==> config.mk <==
export PLATFORM = sky130hd
export DESIGN_NAME = k_dp_2deep_fifo_ctrl_flat
export DESIGN_NICKNAME = d
export VERILOG_FILES = /design/src/rtl/k_dp_2deep_fifo_ctrl_if.sv /design/src/rtl/k_dp_2deep_fifo_ctrl.sv /design/src/flat_wrapper.sv
export SDC_FILE = /design/constraint.sdc
export NUM_CORES = 1
export LEC_CHECK = 0
export ABC_AREA = 1
export BUFFER_PORTS_ARGS = -buffer_cell sky130_fd_sc_hd__buf_2
export CORE_AREA = 2 2 39 41
export DETAILED_ROUTE_END_ITERATION = 16
export DIE_AREA = 0 0 41 43
export PLACE_DENSITY = 0.78
export SLEW_MARGIN = 20
export SYNTH_ARGS = -nofsm -noshare
export SYNTH_HDL_FRONTEND = slang
export SYNTH_SLANG_ARGS = --single-unit
export TNS_END_PERCENT = 20
==> constraint.sdc <==
create_clock -name clk -period 3.77 [get_ports clk]
set_input_delay 0.377 -clock clk [delete_from_list [all_inputs] [get_ports clk]]
set_output_delay 0.377 -clock clk [all_outputs]
set_load 0.03 [all_outputs]
==> src/rtl/k_dp_2deep_fifo_ctrl_if.sv <==
`default_nettype none
// ============================================================================
// Module  : k_dp_2deep_fifo_ctrl_if
// Brief   : Handshake and RAM-port bundle for the 2-deep FIFO controller.
// Revision: 1.0 - initial release
// ============================================================================
interface k_dp_2deep_fifo_ctrl_if #(
    parameter int DATA_SIZE = 8
) ();
    logic                 flush;
    logic                 push_valid;
    logic                 push_ready;
    logic [DATA_SIZE-1:0] push_data;
    logic                 pop_valid;
    logic                 pop_ready;
    logic [DATA_SIZE-1:0] pop_data;
    logic [1:0]           count;
    logic                 full;
    logic                 empty;
    logic                 ram_wen;
    logic                 ram_waddr;
    logic                 ram_raddr;
    logic [DATA_SIZE-1:0] ram_d;
    logic [DATA_SIZE-1:0] ram_q;

    // Controller side
    modport master (
        input  flush, push_valid, push_data, pop_ready, ram_q,
        output push_ready, pop_valid, pop_data, count, full, empty,
               ram_wen, ram_waddr, ram_raddr, ram_d
    );

    // User logic and RAM side
    modport slave (
        output flush, push_valid, push_data, pop_ready, ram_q,
        input  push_ready, pop_valid, pop_data, count, full, empty,
               ram_wen, ram_waddr, ram_raddr, ram_d
    );
endinterface
`default_nettype wire

==> src/rtl/k_dp_2deep_fifo_ctrl.sv <==
`default_nettype none
// ============================================================================
// Module  : k_dp_2deep_fifo_ctrl
// Brief   : Drives a 2-entry registered-read dual-port RAM as a 2-deep FIFO.
// Revision: 1.0 - initial release
// ============================================================================
module k_dp_2deep_fifo_ctrl #(
    parameter int DATA_SIZE = 8
) (
    input  wire logic               clk,
    input  wire logic               rst_n,
    k_dp_2deep_fifo_ctrl_if.master  bus
);
    logic                 r_wptr;
    logic                 r_rptr;
    logic [1:0]           r_count;
    logic                 r_q_valid;

    logic                 w_refresh_needed;
    logic                 w_push_ready;
    logic                 w_push_fire;
    logic                 w_pop_fire;
    logic [1:0]           w_count_next;
    logic                 w_q_valid_next;
    logic [DATA_SIZE-1:0] w_ram_d;
    logic [DATA_SIZE-1:0] w_pop_data;

    // The read port must reload before it can present a head, and a write steals that cycle.
    assign w_refresh_needed = (r_count != 2'd0) & ~r_q_valid;
    assign w_push_ready     = rst_n & ~bus.flush & (r_count < 2'd2) & ~w_refresh_needed;
    assign w_push_fire      = bus.push_valid & w_push_ready;
    assign w_pop_fire       = r_q_valid & bus.pop_ready;

    assign w_count_next     = r_count + {1'b0, w_push_fire} - {1'b0, w_pop_fire};

    always_comb begin
        w_q_valid_next = 1'b0;
        if (w_push_fire) begin
            w_q_valid_next = r_q_valid & ~w_pop_fire;
        end else begin
            w_q_valid_next = (r_count - {1'b0, w_pop_fire}) != 2'd0;
        end
    end

    always_ff @(posedge clk or negedge rst_n) begin
        if (!rst_n) begin
            r_wptr    <= 1'b0;
            r_rptr    <= 1'b0;
            r_count   <= 2'd0;
            r_q_valid <= 1'b0;
        end else if (bus.flush) begin
            r_wptr    <= 1'b0;
            r_rptr    <= 1'b0;
            r_count   <= 2'd0;
            r_q_valid <= 1'b0;
        end else begin
            r_wptr    <= r_wptr ^ w_push_fire;
            r_rptr    <= r_rptr ^ w_pop_fire;
            r_count   <= w_count_next;
            r_q_valid <= w_q_valid_next;
        end
    end

    assign w_ram_d       = bus.push_data;
    assign w_pop_data    = bus.ram_q;

    assign bus.push_ready = w_push_ready;
    assign bus.pop_valid  = r_q_valid;
    assign bus.pop_data   = w_pop_data;
    assign bus.count      = r_count;
    assign bus.full       = (r_count == 2'd2);
    assign bus.empty      = (r_count == 2'd0);
    assign bus.ram_wen    = w_push_fire;
    assign bus.ram_waddr  = r_wptr;
    // Read address points at the post-pop head so the next entry is ready one cycle later.
    assign bus.ram_raddr  = r_rptr ^ w_pop_fire;
    assign bus.ram_d      = w_ram_d;
endmodule
`default_nettype wire
==> src/flat_wrapper.sv <==
// flat-port wrapper written by rule: the top's interface ports become plain ports
module k_dp_2deep_fifo_ctrl_flat 
#(
    parameter int DATA_SIZE = 8
)
  (clk, rst_n, bus_flush, bus_push_valid, bus_push_data, bus_pop_ready, bus_ram_q, bus_push_ready, bus_pop_valid, bus_pop_data, bus_count, bus_full, bus_empty, bus_ram_wen, bus_ram_waddr, bus_ram_raddr, bus_ram_d);
  k_dp_2deep_fifo_ctrl_if #(.DATA_SIZE(DATA_SIZE)) bus_i ();
  input  wire logic clk;
  input  wire logic rst_n;
  input wire logic [$bits(bus_i.flush)-1:0] bus_flush;
  input wire logic [$bits(bus_i.push_valid)-1:0] bus_push_valid;
  input wire logic [$bits(bus_i.push_data)-1:0] bus_push_data;
  input wire logic [$bits(bus_i.pop_ready)-1:0] bus_pop_ready;
  input wire logic [$bits(bus_i.ram_q)-1:0] bus_ram_q;
  output wire logic [$bits(bus_i.push_ready)-1:0] bus_push_ready;
  output wire logic [$bits(bus_i.pop_valid)-1:0] bus_pop_valid;
  output wire logic [$bits(bus_i.pop_data)-1:0] bus_pop_data;
  output wire logic [$bits(bus_i.count)-1:0] bus_count;
  output wire logic [$bits(bus_i.full)-1:0] bus_full;
  output wire logic [$bits(bus_i.empty)-1:0] bus_empty;
  output wire logic [$bits(bus_i.ram_wen)-1:0] bus_ram_wen;
  output wire logic [$bits(bus_i.ram_waddr)-1:0] bus_ram_waddr;
  output wire logic [$bits(bus_i.ram_raddr)-1:0] bus_ram_raddr;
  output wire logic [$bits(bus_i.ram_d)-1:0] bus_ram_d;
  assign bus_i.flush = bus_flush;
  assign bus_i.push_valid = bus_push_valid;
  assign bus_i.push_data = bus_push_data;
  assign bus_i.pop_ready = bus_pop_ready;
  assign bus_i.ram_q = bus_ram_q;
  assign bus_push_ready = bus_i.push_ready;
  assign bus_pop_valid = bus_i.pop_valid;
  assign bus_pop_data = bus_i.pop_data;
  assign bus_count = bus_i.count;
  assign bus_full = bus_i.full;
  assign bus_empty = bus_i.empty;
  assign bus_ram_wen = bus_i.ram_wen;
  assign bus_ram_waddr = bus_i.ram_waddr;
  assign bus_ram_raddr = bus_i.ram_raddr;
  assign bus_ram_d = bus_i.ram_d;
  k_dp_2deep_fifo_ctrl #(.DATA_SIZE(DATA_SIZE)) u_core (.clk(clk), .rst_n(rst_n), .bus(bus_i));
endmodule
# Yosys cells after proc, flatten, opt, wreduce, memory -nomap -nowiden
# Index checks and enable logic that the tools add are counted.
# word_totals
inputBits	21
out_inout_bits	25
wordCells	30
regBits	5
# op_classes
addsub	3
n_eq_ne	1
reduce_logical	3
magnitude_cmp	1
muxes	5
n_bitwise	13
# ops
op	n
$and 1x1->1	7
$mux 1	4
$not 1->1	4
$reduce_bool 2->1	2
$sub 2x1->2	2
$add 2x1->2	1
$eq 2x2->1 const B	1
$logic_not 2->1	1
$lt 2x2->1 const B	1
$mux 2	1
$xor 1x1->1	2

# Depth between registers and ports, before layout
# Gate-level depths: netlist of the first run.
# logic_depth
ltp_word	8
mapped_depth	10
ltp_nobuf	10

# Least setup slack after synthesis of the first run
# Ideal clock, no wire load.
# synth_timing
path_type	register to register
start	register u_core.r_count[1] (netlist: u_core.bus.count[1])
end	register u_core.r_count[1] (netlist: u_core.bus.count[1])
path_stages_with_launch	7
path_slack_ns	2.177
n_path_buf	0
arrival_ns	1.474
setup_time_ns	0.119
t_required_ns	3.651
synth_period_minus_slack_ns	1.593
cell_sequence	dfrtp_1 -> o21ai_2 -> nand3_2 -> inv_1 -> ha_1 -> xnor2_1 -> nor2_1
# synth_between
elab_chain_cells	8
word_cells_on_any_way	10
classes_between	add/sub: 2; order compare: 1; mux: 1; bitwise: 5; reduce/logical: 1
# synth_lines
item	line	source
start: declaration	k_dp_2deep_fifo_ctrl.sv:16	logic [1:0] r_count;
start signal: assignment	k_dp_2deep_fifo_ctrl.sv:59	r_count <= w_count_next;
branches (longest 3 deep; another with $lt 2x2->1)	--	
$and 1x1->1 (*)	k_dp_2deep_fifo_ctrl.sv:30	assign w_push_ready = rst_n & ~bus.flush & (r_count < 2'd2) & ~w_refresh_needed;
$and 1x1->1 (*)	k_dp_2deep_fifo_ctrl.sv:31	assign w_push_fire = bus.push_valid & w_push_ready;
named net bus_ram_wen	flat_wrapper.sv:21	output wire logic [$bits(bus_i.ram_wen)-1:0] bus_ram_wen;
$add 2x1->2 (*)	k_dp_2deep_fifo_ctrl.sv:34	assign w_count_next = r_count + {1'b0, w_push_fire} - {1'b0, w_pop_fire};
$sub 2x1->2 (*)	k_dp_2deep_fifo_ctrl.sv:34	
$mux 2 (*)	k_dp_2deep_fifo_ctrl.sv:51	end else if (bus.flush) begin
# Mark *: on every way through the listed nets, which the timed path passes.

# Worst setup path in the final report of the first run
# layout_timing
start	input rst_n
end	output bus_ram_wen
# layout_between
elab_chain_cells	4
# layout_lines
item	line	source
start: declaration	flat_wrapper.sv:9	input wire logic rst_n;
$and 1x1->1 (3 in series)	k_dp_2deep_fifo_ctrl.sv:30	
$and 1x1->1	k_dp_2deep_fifo_ctrl.sv:31	
end: declaration	flat_wrapper.sv:21	
# No other way between the ends.

==> summary.md, run 1 <==
| Metric | Value |
|---|---|
| Status | completed |
| Worst hold start | bus_flush |
| Slowest CP cell | dlygate4sd3_1 |
| Syn. warnings | 0 |
| Drt first pass iters | 2 |
| Largest net degree at the start of global routing | 7 |
| Critical path type | input pin to output port |
| GR Util All Layers | a little under an eighth |
| CP Cell Sequence | dlygate4sd3_1, buf_2, nand2_2, nor2_2, nand3_2, inv_1, buf_2 |
| Slew HR | around 84% |
| Vias post-DR | about 350 |
| WP buf/inv | 4 |
| Ports | 46 |
| Core Footprint | approximately 1400 µm² |
| Worst Setup SP | rst_n |
| Fin. max-slew vios | 0 |
| ANT nets after route | 0 |
| Number of port buffers | 13 |
| Global-route wire length before repair | approximately 1400 µm |
| Die ar. | about 1800 µm² |
| Clock Tree Root | clkbuf_4 |
| Max-cap viol count | 0 |
| DP Wirelength | between 600 and 700 µm |
| Synth cell types | 14 |
| Setup repair bufs after CTS | 0 |
| Period utilization | between 50% and 60% |
| HP Class | input pin to flip-flop |
| DRC errors left | 0 |
| GP Congestion | about 0.83 |
| Mean Syn Cell Area | ~7.2 µm² |
| Crit-path most repeated cell | buf_2 |
| Final-report hold violation count | 0 |
| Clk sinks | 5 |
| Vias in the first global route | 320 |
| NumNets Final | 90 |
| Most frequent cells in the layout | inv_1 (14), buf_2 (13), nand2_1 (10) |
| Drt first-iter violations | 3 |
| CTS tree | done |
| Synthesized net count | 87 |
| Hold Slack | 0.345 ns |
| Power Total | 357 µW |
| Commonest non-fill, non-tap cell in the layout | inv_1 |
| Final wirelength | slightly below 800 µm |
| Die Span Y | between 40 and 50 µm |
| Bufs on Longest Clock Path | 2 |
| Initial antenna violation count | 0 |
| Drt via density | 4.23 |
| Wirelength per Cell | approximately 9.4 µm |
| Power per Cell Area | between 700 and 800 nW/µm² |
| Area Overhead vs Synth | 0.273% |
| Crit-path max cell delay | a little over 0.5 ns |
| Initial Utilization | 33.1% |
| Layout cells sized above 1 | about 33% |
| Peak Freq | 485 MHz |
| Grt ovf | 0 |
| Clk_lat worst skew | between 0.2 and 0.25 ns |
| Row cnt | 14 |
| Die width | a little over 40 µm |
| Number of H-tree levels | 1 |
| CP top delay family | buffers and inverters |
| Setup crit start kind | input pin |
| Skew final | around 0.0026 ns |
| Cells after Synth | 64 |
| Post-Syn Area | roughly 460 µm² |
| Worst Tran Pin Value | roughly 0.25 ns |
| Reg clk slew, reported paths | approximately 0.040 ns |
| Maximum VDD drop | 250 µV |
| Worst Path Required | ~3.4 ns |
| TritonCTS Buffers | 3 |
| Setup violators final | 0 |
| Yosys reg bits | 5 |
| Final Critical Period | 2.06 ns |
| Critical path data arrival time | about 1.7 ns |
| Diode count | 0 |
| Worst Setup End Kind | output port |
| Setup TNS | 0 ns |
| Reg2reg start | u_core.bus.pop_valid$_DFF_PN0_ |
| Worst Path Max Fanout | 6 |
| Leakage | a little under 0.0003 µW |
| Post-synthesis sequential area ratio | a little over a quarter |
| Fill count | 160 |
| RSZ-0062 raised after global routing | no |
==> cells in the mapped netlist <==
| master | count | share of area (%) |
|---|---|---|
| buf_4 | 16 | 26 |
| dfrtp_1 | 5 | 27 |
| ha_1 | 2 | 5.5 |
| inv_1 | 14 | 11 |
| inv_2 | 1 | 0.82 |
| nand2_1 | 10 | 8.2 |
| nand2_2 | 1 | 1.4 |
| nand3_2 | 1 | 2.2 |
| nand4_1 | 2 | 2.7 |
| nor2_1 | 7 | 5.7 |
| nor2_2 | 2 | 2.7 |
| o21ai_2 | 1 | 1.9 |
| xnor2_1 | 1 | 1.9 |
| xor2_1 | 1 | 1.9 |
==> worst register-to-register path, stage by stage (launching register included) <==
cell and delay (ns):
dfrtp_1 0.40, nand2_1 0.12, inv_1 0.05, ha_1 0.26, inv_1 0.05, ha_1 0.19, xnor2_1 0.19, nor2_1 0.06
==> layer usage <==
layer,vias up,wire (µm),track usage [%]
met5,-,0,0
met4,0,19,8.67
met3,4,82,1.57
met2,13,364,16.3
met1,158,304,15.1
li1,172,-,-
==> final cells by class <==
| class | count | area, µm² | share of cell area (%) |
|---|---|---|---|
| multi-input combinational | 28 | 156 | 34.1 |
| sequential | 5 | 125 | 27.2 |
| timing repair buffer | 14 | 75.1 | 16.3 |
| inverter | 15 | 56.3 | 12.3 |
| clock buffer | 4 | 26.3 | 5.72 |
| tap | 16 | 20.0 | 4.36 |
==> report_power, final <==
group	switching (µW)	internal, µW	total [µW]	leakage [µW]
Clock	20.8	39.9	60.8	0.0000150
Combinational	141	64.9	206	0.000214
Sequential	20.4	70.0	90.5	0.0000677
==> registers in the layout, indices dropped and copies added (netlist names) <==
| signal | cells |
|---|---|
| u_core.bus.ram_waddr | 1 |
| u_core.r_rptr | 1 |
| u_core.bus.count | 2 |
| u_core.bus.pop_valid | 1 |
==> logic make-up (layout without fill, tap and decap cells) <==
| family | count (synthesis) | count (layout) | synth area share (%) |
|---|---|---|---|
| AOI/OAI and AO/OA | 1 | 1 | 1.91 |
| xor gates and xnor gates | 2 | 2 | 3.83 |
| adders and majority gates | 2 | 2 | 5.46 |
| buffers and inverters | 31 | 33 | 38.5 |
| DFF | 5 | 5 | 27.3 |
| and+or+nand+nor | 23 | 23 | 23.0 |
==> repair_timing <==
| item | CTS | global route |
|---|---|---|
| endpoints found under the hold margin | 5 | 0 |
| gates resized for setup | 0 | 0 |
| hold buffers | 1 | 0 |
==> worst paths after layout <==
path | endpoint | slack (ns) | cells after the start
min in group asynchronous | u_core.r_rptr$_DFF_PN0_ | 0.48 | 2
min | u_core.r_rptr$_DFF_PN0_ | 0.35 | 2
max reg2reg | u_core.bus.count[1]$_DFF_PN0_ | 2.33 | 7
max in group asynchronous | u_core.bus.count[0]$_DFF_PN0_ | 3.14 | 2
min reg2reg | u_core.r_rptr$_DFF_PN0_ | 0.53 | 2
max | bus_ram_wen | 1.71 | 7
==> metrics by stage <==
step                      setup WS, ns  instances  utilization (%)  area, µm²
after floorplan                   2.18         64                -        458
after global placement            2.27         77             30.6        423
after detailed placement          2.22         77             30.6        423
after CTS                         1.69         82             33.2        459
after global routing              1.54         82             33.2        459
final                             1.71         82             33.2        459
Note: power is estimated with default switching activity, not from simulation.
==> run 2: changes to the inputs <==
Settings changed: CORE_AREA 2 2 39 41 to default, CORE_MARGIN from default to 1.5, CORE_UTILIZATION from default to 34, DIE_AREA 0 0 41 43 to default, PLACE_DENSITY 0.78 to 0.77.
Clock period 3.77 ns to 2.1 ns, I/O delays scaled along.
==> run 2 against run 1 <==
Compared with the run above: sequential power up 75%; global-route usage down 1.9 points; first-iteration DRC count grew to 3.3 times the previous value; worst setup slack worse by 1.4 ns; largest cell class unchanged; via count down 4.9%; combinational power is 76% higher; power is 78% higher; worst hold slack got worse by 0.16 ns; non-clock buffer count unchanged.
==> summary.md, run 2 (synthesis results as in run 1) <==
| Metric | Value |
|---|---|
| Reg clk slew, reported paths | 0.05 ns (about the same) |
| DP Wirelength | 571 µm (-8.1%) |
| Worst Path Max Fanout | 6 (unchanged) |
| Setup crit start kind | input pin |
| Drt first pass iters | 2 (unchanged) |
| Power per Cell Area | 1390 nW/µm² (+79%) |
| Worst Path Required | 1.89 ns (-1.50 ns) |
| Number of port buffers | 13 (unchanged) |
| Placed Cells | 76 (-1.3%) |
| Global-route wire length before repair | 993 µm (-27%) |
| Fin. max-slew vios | 0 (unchanged) |
| Largest net degree at the start of global routing | 7 (unchanged) |
| Core Footprint | 1280 µm² (-7.1%) |
| R2R cell count | 7 (unchanged) |
| Reg-to-reg endpoint | u_core.bus.count[1]$_DFF_PN0_ |
| GP Congestion | 0.706 (-15%) |
| Die width | 39.7 µm (-3.2%) |
| Hold Path Depth | 2 (unchanged) |
| Min-Delay Endpoint | u_core.bus.count[1]$_DFF_PN0_ |
| Critical path type | input pin to output port |
| Status | completed |
| Setup repair bufs after CTS | 0 (unchanged) |
| Bufs on Longest Clock Path | 2 (unchanged) |
| Wirelength per Cell | 8.49 µm (-9.5%) |
| Row cnt | 13 (-1) |
| Vias in the first global route | 265 (-17%) |
| Area Overhead vs Synth | 0% |
| RSZ-0062 raised after global routing | no |
| GR Util All Layers | 9.66% (-1.9 points) |
| TritonCTS Buffers | 3 (unchanged) |
| Worst hold start | bus_flush |
| Vias post-DR | 330 (-4.9%) |
| Skew final | 0.00383 ns (+0.00124 ns) |
| Grt ovf | 0 (unchanged) |
| Period utilization | 83.0% |
| Ports | 46 (unchanged) |
| Layout cells sized above 1 | 33.3% (unchanged) |
| Share of total power in the clock network | 18.0% (+1.0 points) |
| Net Sw Power | 323 µW (+77%) |
| R2R Setup Slk | 0.74 ns (-1.59 ns) |
| Drt first-iter violations | 10 (+7) |
| Setup violators final | 0 (unchanged) |
| Clk sinks | 5 (unchanged) |
| ANT nets after route | 0 (unchanged) |
| Critical path data arrival time | 1.53 ns (-0.16 ns) |
| Non-Filler Instances | 81 (-1.2%) |
| Maximum VDD drop | 383 µV (+53%) |
| Final-report hold violation count | 0 (unchanged) |
| Diode count | 0 (unchanged) |
| Switching share of power | 50.8% (-0.26 points) |
| Final Critical Period | around 1.7 ns |
| CTS tree | done |
| Die Span Y | 39.7 µm (-7.7%) |
| Clk_lat worst skew | 0.25 ns (about the same) |
| Combinational Power Share | 57.1% (-0.5 points) |
| Initial Utilization | 35.6% (+2.5 points) |
| Clock Tree Root | clkbuf_4 |
| Commonest non-fill, non-tap cell in the layout | inv_1 |
| Reg2reg start | u_core.bus.pop_valid$_DFF_PN0_ |
| Initial antenna violation count | 0 (unchanged) |
| Number of H-tree levels | 1 (unchanged) |
| Internal power | 313 µW (+79%) |
| HP Class | input pin to flip-flop |
| Final wirelength | 688 µm (-11%) |
| Peak Freq | around 570 MHz |
| Slew HR | 86.8% (+3.1 points) |
| Flop pwr share | 24.9% (-0.4 points) |
| Die ar. | 1580 µm² (-11%) |
| NumNets Final | 90 (unchanged) |
| Drt via density | 4.07 (-3.7%) |
| DRC errors left | 0 (unchanged) |
| Max FFs per register | 2 (unchanged) |
| Leakage | 0.000296 µW (unchanged) |
| Worst Setup End Kind | output port |
| Max-cap viol count | 0 (unchanged) |
| Setup TNS | 0 ns (unchanged) |
| Most frequent cells in the layout | inv_1 (14), buf_2 (13), nand2_1 (10) |
| Worst Tran Pin Value | 0.198 ns (-0.0479 ns) |
[run 2: cell counts in the layout (fill, tap and decap cells not counted)]
No cell type changed its count.
[run 2: metal layers]
layer | GRT usage (%) | part of all wire (%) | vias to the layer above
met1 | 11.6 | 41 | 134
met4 | 11.2 | 2.8 | 0
met2 | 12.7 | 43 | 17
li1 | - | - | 175
met5 | 0 | 0 | -
met3 | 2.27 | 13 | 4
[run 2: what timing repair did]
| action | 4_1_cts | 5_1_grt |
|---|---|---|
| hold buffers | 1 | 0 |
| gates resized for setup | 0 | 0 |
| hold endpoints to repair | 5 | 0 |
[run 2: worst max-delay path by stage]
stage	from	to	slack, ns	cells after the start
2_1_floorplan	u_core.bus.count[1]$_DFF_PN0_	u_core.bus.count[1]$_DFF_PN0_	0.51	6
3_3_place_gp	u_core.bus.pop_valid$_DFF_PN0_	u_core.bus.count[1]$_DFF_PN0_	0.79	7
3_5_place_dp	u_core.bus.pop_valid$_DFF_PN0_	u_core.bus.count[1]$_DFF_PN0_	0.73	7
4_1_cts	rst_n	bus_ram_wen	0.34	7
5_1_grt	rst_n	bus_ram_wen	0.24	7
6_report	rst_n	bus_ram_wen	0.36	7
[run 2: worst max-delay path: stages]
cell           delay [ns]
dlygate4sd3_1        0.51
buf_2                0.19
nand2_2              0.07
nor2_2               0.15
nand3_2              0.11
inv_1                0.09
buf_2                0.20
[run 2: power groups by stage]
stage | sequential (µW) | combinational (µW) | clock, µW
detailed placement | 161 | 365 | 0
CTS | 160 | 368 | 119
global placement | 158 | 361 | 0
floorplan | 205 | 288 | 0
global route | 164 | 410 | 124
finish | 158 | 363 | 114
[run 2: layout make-up]
type | count | area, µm²
fill | 144 | 827
multi-input combinational | 28 | 156
sequential | 5 | 125
timing repair buffer | 14 | 75.1
inverter | 15 | 56.3
clock buffer | 4 | 26.3
tap | 15 | 18.8
[run 2: stage by stage]
stage	power [µW]	hold slack (ns)	setup slack [ns]	util (%)	area, µm²
final	636	0.181	0.357	35.6	458
after global routing	699	0.188	0.243	35.6	458
after CTS	646	0.172	0.338	35.6	458
after detailed placement	526	0.0453	0.732	32.8	422
after global placement	520	0.0433	0.788	32.8	422
after floorplan	493	-0.0856	0.507	-	458
